===== src/rtl/alu_seq.sv =====
// Multi-precision sequencer: issues a WORDS-nibble operation to a 4-bit slice ALU, LSB nibble first.
// Optional feature: define ALU_SEQ_ABORT_EN to add the abort input.
module alu_seq #(
  parameter int unsigned WORDS = 4
) (
  input  logic                 clk,
  input  logic                 rst,
  input  logic                 req_valid,
  output logic                 req_ready,
  input  logic [4*WORDS-1:0]   req_a,
  input  logic [4*WORDS-1:0]   req_b,
  input  logic [3:0]           req_s,
  input  logic                 req_m,
  input  logic                 req_cin,
  output logic [3:0]           alu_a,
  output logic [3:0]           alu_b,
  output logic [3:0]           alu_s,
  output logic                 alu_m,
  output logic                 alu_cin,
  input  logic [3:0]           alu_do,
  input  logic                 alu_co,
  input  logic                 alu_v,
  output logic                 rsp_valid,
  input  logic                 rsp_ready,
  output logic [4*WORDS-1:0]   rsp_do,
  output logic                 rsp_co,
  output logic                 rsp_v,
`ifdef ALU_SEQ_ABORT_EN
  input  logic                 abort,
`endif
  output logic                 rsp_z
);

  localparam int unsigned W  = 4 * WORDS;
  localparam int unsigned IW = (WORDS > 1) ? $clog2(WORDS) : 1;
  localparam int unsigned SW = IW + 2;

  typedef enum logic [1:0] {
    IDLE = 2'd0,
    RUN  = 2'd1,
    DONE = 2'd2
  } state_t;

  state_t        state, state_nx;
  logic [W-1:0]  op_a, op_b, result, res_nx;
  logic [3:0]    op_s;
  logic          op_m;
  logic          carry;
  logic [IW-1:0] idx;
  logic [SW-1:0] sh;
  logic          last, abort_hit, accept, step;

`ifdef ALU_SEQ_ABORT_EN
  assign abort_hit = abort && (state != IDLE);
`else
  assign abort_hit = 1'b0;
`endif

  assign sh     = {idx, 2'b00};
  assign last   = (idx == IW'(WORDS - 1));
  assign accept = (state == IDLE) && req_valid;
  assign step   = (state == RUN) && !abort_hit;

  // result with the current ALU nibble merged in; zero flag looks at this
  assign res_nx = (result & ~(W'(4'hF) << sh)) | (W'(alu_do) << sh);

  // state register
  always_ff @(posedge clk) begin
    if (rst) state <= IDLE;
    else     state <= state_nx;
  end

  // next-state logic
  always_comb begin
    state_nx = state;
    case (state)
      IDLE:    if (req_valid) state_nx = RUN;
      RUN:     if (last)      state_nx = DONE;
      DONE:    if (rsp_ready) state_nx = IDLE;
      default: state_nx = IDLE;
    endcase
    if (abort_hit) state_nx = IDLE;
  end

  // operand latch, nibble stepping and flag capture
  always_ff @(posedge clk) begin
    if (rst) begin
      op_a   <= '0;
      op_b   <= '0;
      op_s   <= '0;
      op_m   <= 1'b0;
      carry  <= 1'b0;
      idx    <= '0;
      result <= '0;
      rsp_co <= 1'b0;
      rsp_v  <= 1'b0;
      rsp_z  <= 1'b0;
    end else if (accept) begin
      op_a   <= req_a;
      op_b   <= req_b;
      op_s   <= req_s;
      op_m   <= req_m;
      carry  <= req_cin;
      idx    <= '0;
      result <= '0;
    end else if (step) begin
      result <= res_nx;
      carry  <= alu_co;
      idx    <= last ? '0 : idx + IW'(1);
      if (last) begin
        rsp_co <= alu_co;
        rsp_v  <= alu_v;
        rsp_z  <= (res_nx == '0);
      end
    end
  end

  assign req_ready = (state == IDLE);
  assign rsp_valid = (state == DONE);
  assign rsp_do    = result;
  assign alu_s     = op_s;
  assign alu_m     = op_m;
  assign alu_a     = (state == RUN) ? 4'(op_a >> sh) : 4'h0;
  assign alu_b     = (state == RUN) ? 4'(op_b >> sh) : 4'h0;
  assign alu_cin   = (state == RUN) ? carry : 1'b0;

endmodule


===== config.mk =====
export PLATFORM = sky130hd
export DESIGN_NAME = alu_seq
export DESIGN_NICKNAME = d
export VERILOG_FILES = /design/src/rtl/alu_seq.sv
export SDC_FILE = /design/constraint.sdc
export NUM_CORES = 1
export LEC_CHECK = 0
export ABC_CLOCK_PERIOD_IN_PS = 2100
export CORE_AREA = 3 3 78 95
export CTS_CLUSTER_DIAMETER = 40
export CTS_CLUSTER_SIZE = 8
export DETAILED_ROUTE_END_ITERATION = 8
export DIE_AREA = 0 0 81 98
export PLACE_DENSITY = 0.69
export SLEW_MARGIN = 20
export SYNTH_ARGS = -nofsm -noshare
export SYNTH_HDL_FRONTEND = slang
export SYNTH_SLANG_ARGS = --single-unit

===== constraint.sdc =====
create_clock -name clk -period 2.1 [get_ports clk]
set_input_delay 0.21 -clock clk [delete_from_list [all_inputs] [get_ports clk]]
set_output_delay 0.21 -clock clk [all_outputs]
set_load 0.02 [all_outputs]

==> results of run 1 <==
## repair_timing
item	in CTS	in global routing
endpoints found under the setup margin	8	9
resized for setup	9	5
buffers inserted	0	1
## cells by family after synthesis
family	count (synthesis)	share of synthesized area [%]
compound gates	70	16.0
simple gates	139	23.7
buf+inv	25	4.34
flops	61	47.1
fa+ha+maj	4	1.93
mux	8	6.94
## cell type report
cell class | count | area (um^2)
Fill cell | 636 | 2790
Clock inverter | 2 | 10.0
Inverter | 3 | 11.3
Sequential cell | 61 | 1220
Timing Repair Buffer | 95 | 935
Multi-Input combinational cell | 221 | 1260
Tap cell | 85 | 106
Clock buffer | 12 | 155
## per-layer routing
| metal | global-route usage (%) | routed length, um |
|---|---|---|
| met5 | 0 | 0 |
| met1 | 21.8 | 2860 |
| met2 | 29.3 | 3430 |
| met3 | 4.24 | 420 |
| met4 | 7.80 | 116 |
## cells in the mapped netlist, drive strengths merged, types with 2 or more instances
master	instances	area, um^2
nand2	85	327
nand3	2	10.0
buf	12	63.8
a22oi	15	113
a21oi	48	240
inv	3	11.3
nand2b	4	25.0
o22ai	2	12.5
or2b	2	15.0
nor3	8	40.0
ha	4	50.1
nand3b	2	15.0
dfxtp	61	1220
mux4	8	180
clkbuf	10	37.5
and2	10	62.6
nor2	22	82.6
## flip-flops by register name (all words and copies together) (netlist names)
signal  cells
rsp_z       1
alu_m       1
alu_s       4
op_b       16
state       2
idx         2
rsp_co      1
carry       1
op_a       16
rsp_do     16
rsp_v       1
## stage by stage
stage          power, mW  cell area [um^2]  instances  hold slack (ns)  setup slack (ns)
3_3_place_gp        1.65              3520        464            0.440             0.146
4_1_cts             2.54              3680        478            0.343           0.00707
5_1_grt             2.64              3700        479            0.362            0.0134
6_report            2.52              3700        479            0.354            0.0701
2_1_floorplan       1.47              2590        307            0.346             0.302
3_5_place_dp        1.66              3520        464            0.447             0.112
## power breakdown
group / leakage (nW) / internal [mW] / switching (mW)
Sequential: 0.499 / 1.21 / 0.0286
Clock: 0.0881 / 0.475 / 0.414
Combinational: 0.826 / 0.202 / 0.189
Total: 1.41 / 1.89 / 0.631
## worst paths after layout
| kind | endpoint | slack (ns) | depth (start not counted) |
|---|---|---|---|
| worst max register to register | rsp_z | 0.29 | 5 |
| worst min-delay path | op_a[3] | 0.35 | 2 |
| worst min register to register | op_b[15] | 0.45 | 2 |
| worst max-delay path | alu_b[2] | 0.07 | 4 |
==> results by group, run 1 <==
Worst setup path
  • R2r startpoint: idx[0]
  • CP Buf/Inv Count: 2
  • Setup crit end kind: primary output
  • CP max FO: 11
  • Launch point of the worst path: idx[0]
  • Slowest-stage cell, CP: mux4_2
  • Crit-path cells: buf_12, mux4_2, and2_1, dlygate4sd2_1
  • CP delay by family, top: multiplexers
  • Startpoint Class: register
  • Worst EP arrival: about 1.8 ns
  • Crit path largest cell delay: 0.50 ns
  • Crit Path Class: register to primary output
  • CP required: 1.89 ns

Layout
  • Commonest non-fill, non-tap cell in the layout: nand2_1
  • Post-layout util: 57.1%
  • # diodes: 0
  • NumNets Final: 443
  • Commonest cells after routing, fill and taps aside: 84 x nand2_1, 72 x clkdlybuf4s50_1, 60 x dfxtp_1
  • Area growth from synthesis to layout: 42.6%
  • Layout cell share with drive strength beyond 1: 10.2%

Clock network
  • Cts hold-fix bufs: 0
  • CTS clk-pin slew, worst paths: 0.06 ns
  • H-tree depth: 3
  • Root buf cell: clkbuf_8
  • Clock sink count: 61
  • Max Root-Sink Buffers: 2
  • Number of CTS-inserted buffers: 9
  • CTS tree: built
  • Worst skew pair latency: 0.33 ns

Logic synthesis
  • Post-Synthesis Cells: roughly 300
  • Syn_area_per_cell: around 8.5 um^2
  • Post-Syn Area: 0.00259 mm^2
  • Syn Nets: 359
  • Distinct cells, synth: 30
  • Synthesis-stage register bit count: 61
  • Dominant synthesized flop cell: dfxtp_1
  • YS warnings: 0
  • Sequential share of the synthesized area: between 40% and 50%
  • Ys async rst share: 0%
  • Number of synthesized flops with an enable pin: 0

Routing
  • DRT Pass-1 Iters: 5
  • Total wire length: slightly below 7 mm
  • Routed length per placed instance: 14.3 um
  • Routed Antenna Nets: 0
  • DR vias/cell: 5.12
  • DR iter-0 viols: 118
  • Drt drc: 0
  • Via Count: 2453

Floorplan
  • Die ar.: approximately 0.008 mm^2
  • Num rows: 32
  • Core area: 0.00649 mm^2
  • Initial Util: 40.0%
  • Die H: approximately 100 um
  • Boundary Pins: 83
  • Die width: 81 um

Min path
  • Hold Path Class: input port to register
  • Hold Path Origin: rst

Global routing
  • First-pass GRT wire length: about 11 mm
  • Largest net degree at the start of global routing: 38
  • Total grt overflow: 0
  • Initial antenna violation count: 0
  • Aggregate global-route resource usage: 17.8%
  • Via count of the first global-routing pass: 2402

STA
  • Slew HR: 65.6%
  • F_max: 0.493 GHz
  • Clock skew: 0.00513 ns
  • RSZ-0062 raised after global routing: false
  • Setup TNS: 0 ns
  • Final Hold Vio Count: 0
  • Setup-failing EPs final: 0
  • Final period util: 96.7%
  • Final slew viol count: 0
  • Final min period: 2.03 ns
  • Worst Max-Slew Pin Slew: 0.517 ns

Power
  • Leak Pwr: about 1.4 nW
  • Pwr/cell area: between 600 and 700 mW/mm^2
  • Max VDD drop: 472 uV

Placement
  • Final HPWL DP: 4.89 mm
  • GPL Wtd Cong: 0.936
  • Port Buf Inserts: 82

Run status
  • Status: finished clean

Flow run
  • Max cap viols: 0
Note: power is estimated with default switching activity, not from simulation.
==> run 2: changes to the inputs <==
--- a/config.mk
+++ b/config.mk
@@ -11,7 +11,7 @@
 export CTS_CLUSTER_SIZE = 8
 export DETAILED_ROUTE_END_ITERATION = 8
 export DIE_AREA = 0 0 81 98
-export PLACE_DENSITY = 0.69
+export PLACE_DENSITY = 0.72
 export SLEW_MARGIN = 20
 export SYNTH_ARGS = -nofsm -noshare
 export SYNTH_HDL_FRONTEND = slang
==> run 2 against run 1 <==
Power up 0.36%. Combinational power up 1%. Final cell count up 1.0%. Global-route usage down 0.15 points. Largest cell class unchanged. Wire length down 1.3%. Sequential cell count unchanged. Register-to-register slack better by 0.03 ns. Die area unchanged. Setup slack better by 0.0092 ns. Critical path depth unchanged. Non-clock buffer count up 5. Clock-buffer cell count unchanged.
==> results by group, run 2 (synthesis gave the netlist of run 1 again) <==
Placement
  • Final HPWL DP: 4.76 mm (-2.7%)
  • Port Buf Inserts: 82 (unchanged)
  • DP Worst Slack: 0.148 ns (+0.0356 ns)
  • Cells after DPL: 465 (+0.22%)
  • GPL Wtd Cong: 0.924 (-1.3%)

Power
  • Max VDD drop: 368 uV (-22%)
  • Clk pwr share: 35.4% (about the same)
  • Net Sw Frac: 25.1% (+0.044 points)
  • Net switching power: 635 uW (+0.54%)
  • Leak Pwr: 1.41 nW (about the same)
  • Combinational share of power: 15.6% (about the same)
  • Reg power frac: 49.0% (-0.2 points)
  • Internal Power: 1.89 mW (+0.30%)
  • Pwr/cell area: 676 mW/mm^2 (-0.64%)

Floorplan
  • Num rows: 32 (unchanged)
  • Die H: 98 um (unchanged)
  • Initial Util: 40.0% (unchanged)
  • Die width: 81 um (unchanged)
  • Die ar.: 0.00794 mm^2 (unchanged)
  • Core area: 0.00649 mm^2 (unchanged)
  • Boundary Pins: 83 (unchanged)

Layout
  • Non-Filler Instances: 484 (+1.0%)
  • Commonest cells after routing, fill and taps aside: 84 x nand2_1, 74 x clkdlybuf4s50_1, 60 x dfxtp_1
  • NumNets Final: 448 (+1.1%)
  • Area growth from synthesis to layout: 44.1%
  • Post-layout util: 57.6% (+0.58 points)
  • # diodes: 0 (unchanged)
  • Commonest non-fill, non-tap cell in the layout: nand2_1
  • Layout cell share with drive strength beyond 1: 11.0% (+0.88 points)

Routing
  • Total wire length: 6.74 mm (-1.3%)
  • DRT Pass-1 Iters: 5 (unchanged)
  • Drt drc: 0 (unchanged)
  • Via Count: 2463 (+0.41%)
  • Routed length per placed instance: 13.9 um (-2.3%)
  • DR vias/cell: 5.09 (-0.63%)
  • Routed Antenna Nets: 0 (unchanged)
  • DR iter-0 viols: 109 (-7.6%)

Worst setup path
  • Worst EP arrival: 1.81 ns (about the same)
  • Startpoint Class: register
  • Crit Path Class: register to primary output
  • CP max FO: 14 (+3)
  • CP required: 1.89 ns (about the same)
  • Setup crit end kind: primary output

Clock network
  • Max Root-Sink Buffers: 2 (unchanged)
  • CTS clk-pin slew, worst paths: 0.06 ns (about the same)
  • CTS tree: built
  • Cts hold-fix bufs: 0 (unchanged)
  • H-tree depth: 3 (unchanged)
  • Worst skew pair latency: 0.33 ns (about the same)
  • Root buf cell: clkbuf_8
  • Clock sink count: 61 (unchanged)
  • Number of CTS-inserted buffers: 9 (unchanged)

Global routing
  • Largest net degree at the start of global routing: 38 (unchanged)
  • Total grt overflow: 0 (unchanged)
  • Via count of the first global-routing pass: 2359 (-1.8%)
  • Aggregate global-route resource usage: 17.7% (-0.15 points)
  • Initial antenna violation count: 0 (unchanged)
  • First-pass GRT wire length: 10.9 mm (-1.3%)

STA
  • Hold Slack: 0.424 ns (+0.0707 ns)
  • RSZ-0062 raised after global routing: false
  • Final period util: 96.2% (-0.44 points)
  • Final slew viol count: 0 (unchanged)
  • Slew HR: 67.3% (+1.8 points)
  • Setup-failing EPs final: 0 (unchanged)
  • Final WS setup: 0.0793 ns (+0.00917 ns)
  • Setup TNS: 0 ns (unchanged)
  • Clock skew: 0.00980 ns (+0.00467 ns)
  • F_max: 0.495 GHz (+0.45%)
  • Worst Max-Slew Pin Slew: 0.487 ns (-0.0302 ns)
  • Final min period: 2.02 ns (-0.00917 ns)
  • Final Hold Vio Count: 0 (unchanged)

Run status
  • Status: finished clean

Min path
  • Hold Path Class: input port to register

Flow run
  • Max cap viols: 0 (unchanged)
==> run 2: cell count changes in the layout (fill, tap and decap cells not counted) <==
cell / previous run / this run
dlymetal6s2s_1: 1 / 0
dlygate4sd2_1: 8 / 7
buf_2: 1 / 0
clkdlybuf4s15_1: 0 / 1
clkdlybuf4s50_1: 72 / 74
buf_6: 1 / 0
buf_4: 10 / 16
==> run 2: final timing paths <==
kind | start | endpoint | slack, ns | depth (start not counted)
max reg2reg | idx[1] | rsp_z | 0.32 | 6
min reg2reg | op_a[11] | op_a[11] | 0.45 | 2
min | req_s[0] | alu_s[0] | 0.42 | 3
max | idx[0] | alu_a[2] | 0.08 | 4
==> run 2: power by group through the flow <==
stage | sequential [mW] | clock, mW | combinational [mW]
global placement | 1.26 | 0 | 0.386
CTS | 1.24 | 0.920 | 0.388
global route | 1.25 | 0.961 | 0.435
detailed placement | 1.26 | 0 | 0.390
floorplan | 1.27 | 0 | 0.200
finish | 1.24 | 0.894 | 0.395
==> run 2: worst max-delay path, stage by stage, from the launching register on <==
cell and delay, ns:
dfxtp_2 0.35, buf_12 0.16, mux4_2 0.49, and2_1 0.16
dlygate4sd2_1 0.32
==> run 2: what timing repair did <==
| item | CTS | global route |
|---|---|---|
| pin swaps | 0 | 0 |
| gates resized for setup | 9 | 1 |
| setup buffers | 0 | 5 |
| cloned | 0 | 0 |
| setup endpoints to repair | 8 | 3 |
==> run 2: layer usage <==
layer  track usage, %  up-vias  part of all wire [%]
li1                 -     1218                     -
met1             21.2     1141                    42
met2             29.1       91                    50
met3             3.97       13                   5.6
met4             8.97        0                   2.4
met5                0        -                     0
==> run 2: cell type report <==
cell class              instances  area (um^2)
clock buffers                  12          155
repair buffers                100          972
fillers                       628         2750
multi-input cells             221         1260
clock inverters                 2         10.0
inverters                       3         11.3
flip-flops and latches         61         1220
well taps                      85          106
==> run 2: stage by stage <==
| step | power, mW | area, um^2 |
|---|---|---|
| finish | 2.53 | 3740 |
| global route | 2.64 | 3740 |
| CTS | 2.55 | 3700 |
| detailed placement | 1.65 | 3540 |
| global placement | 1.65 | 3540 |
| floorplan | 1.47 | 2590 |
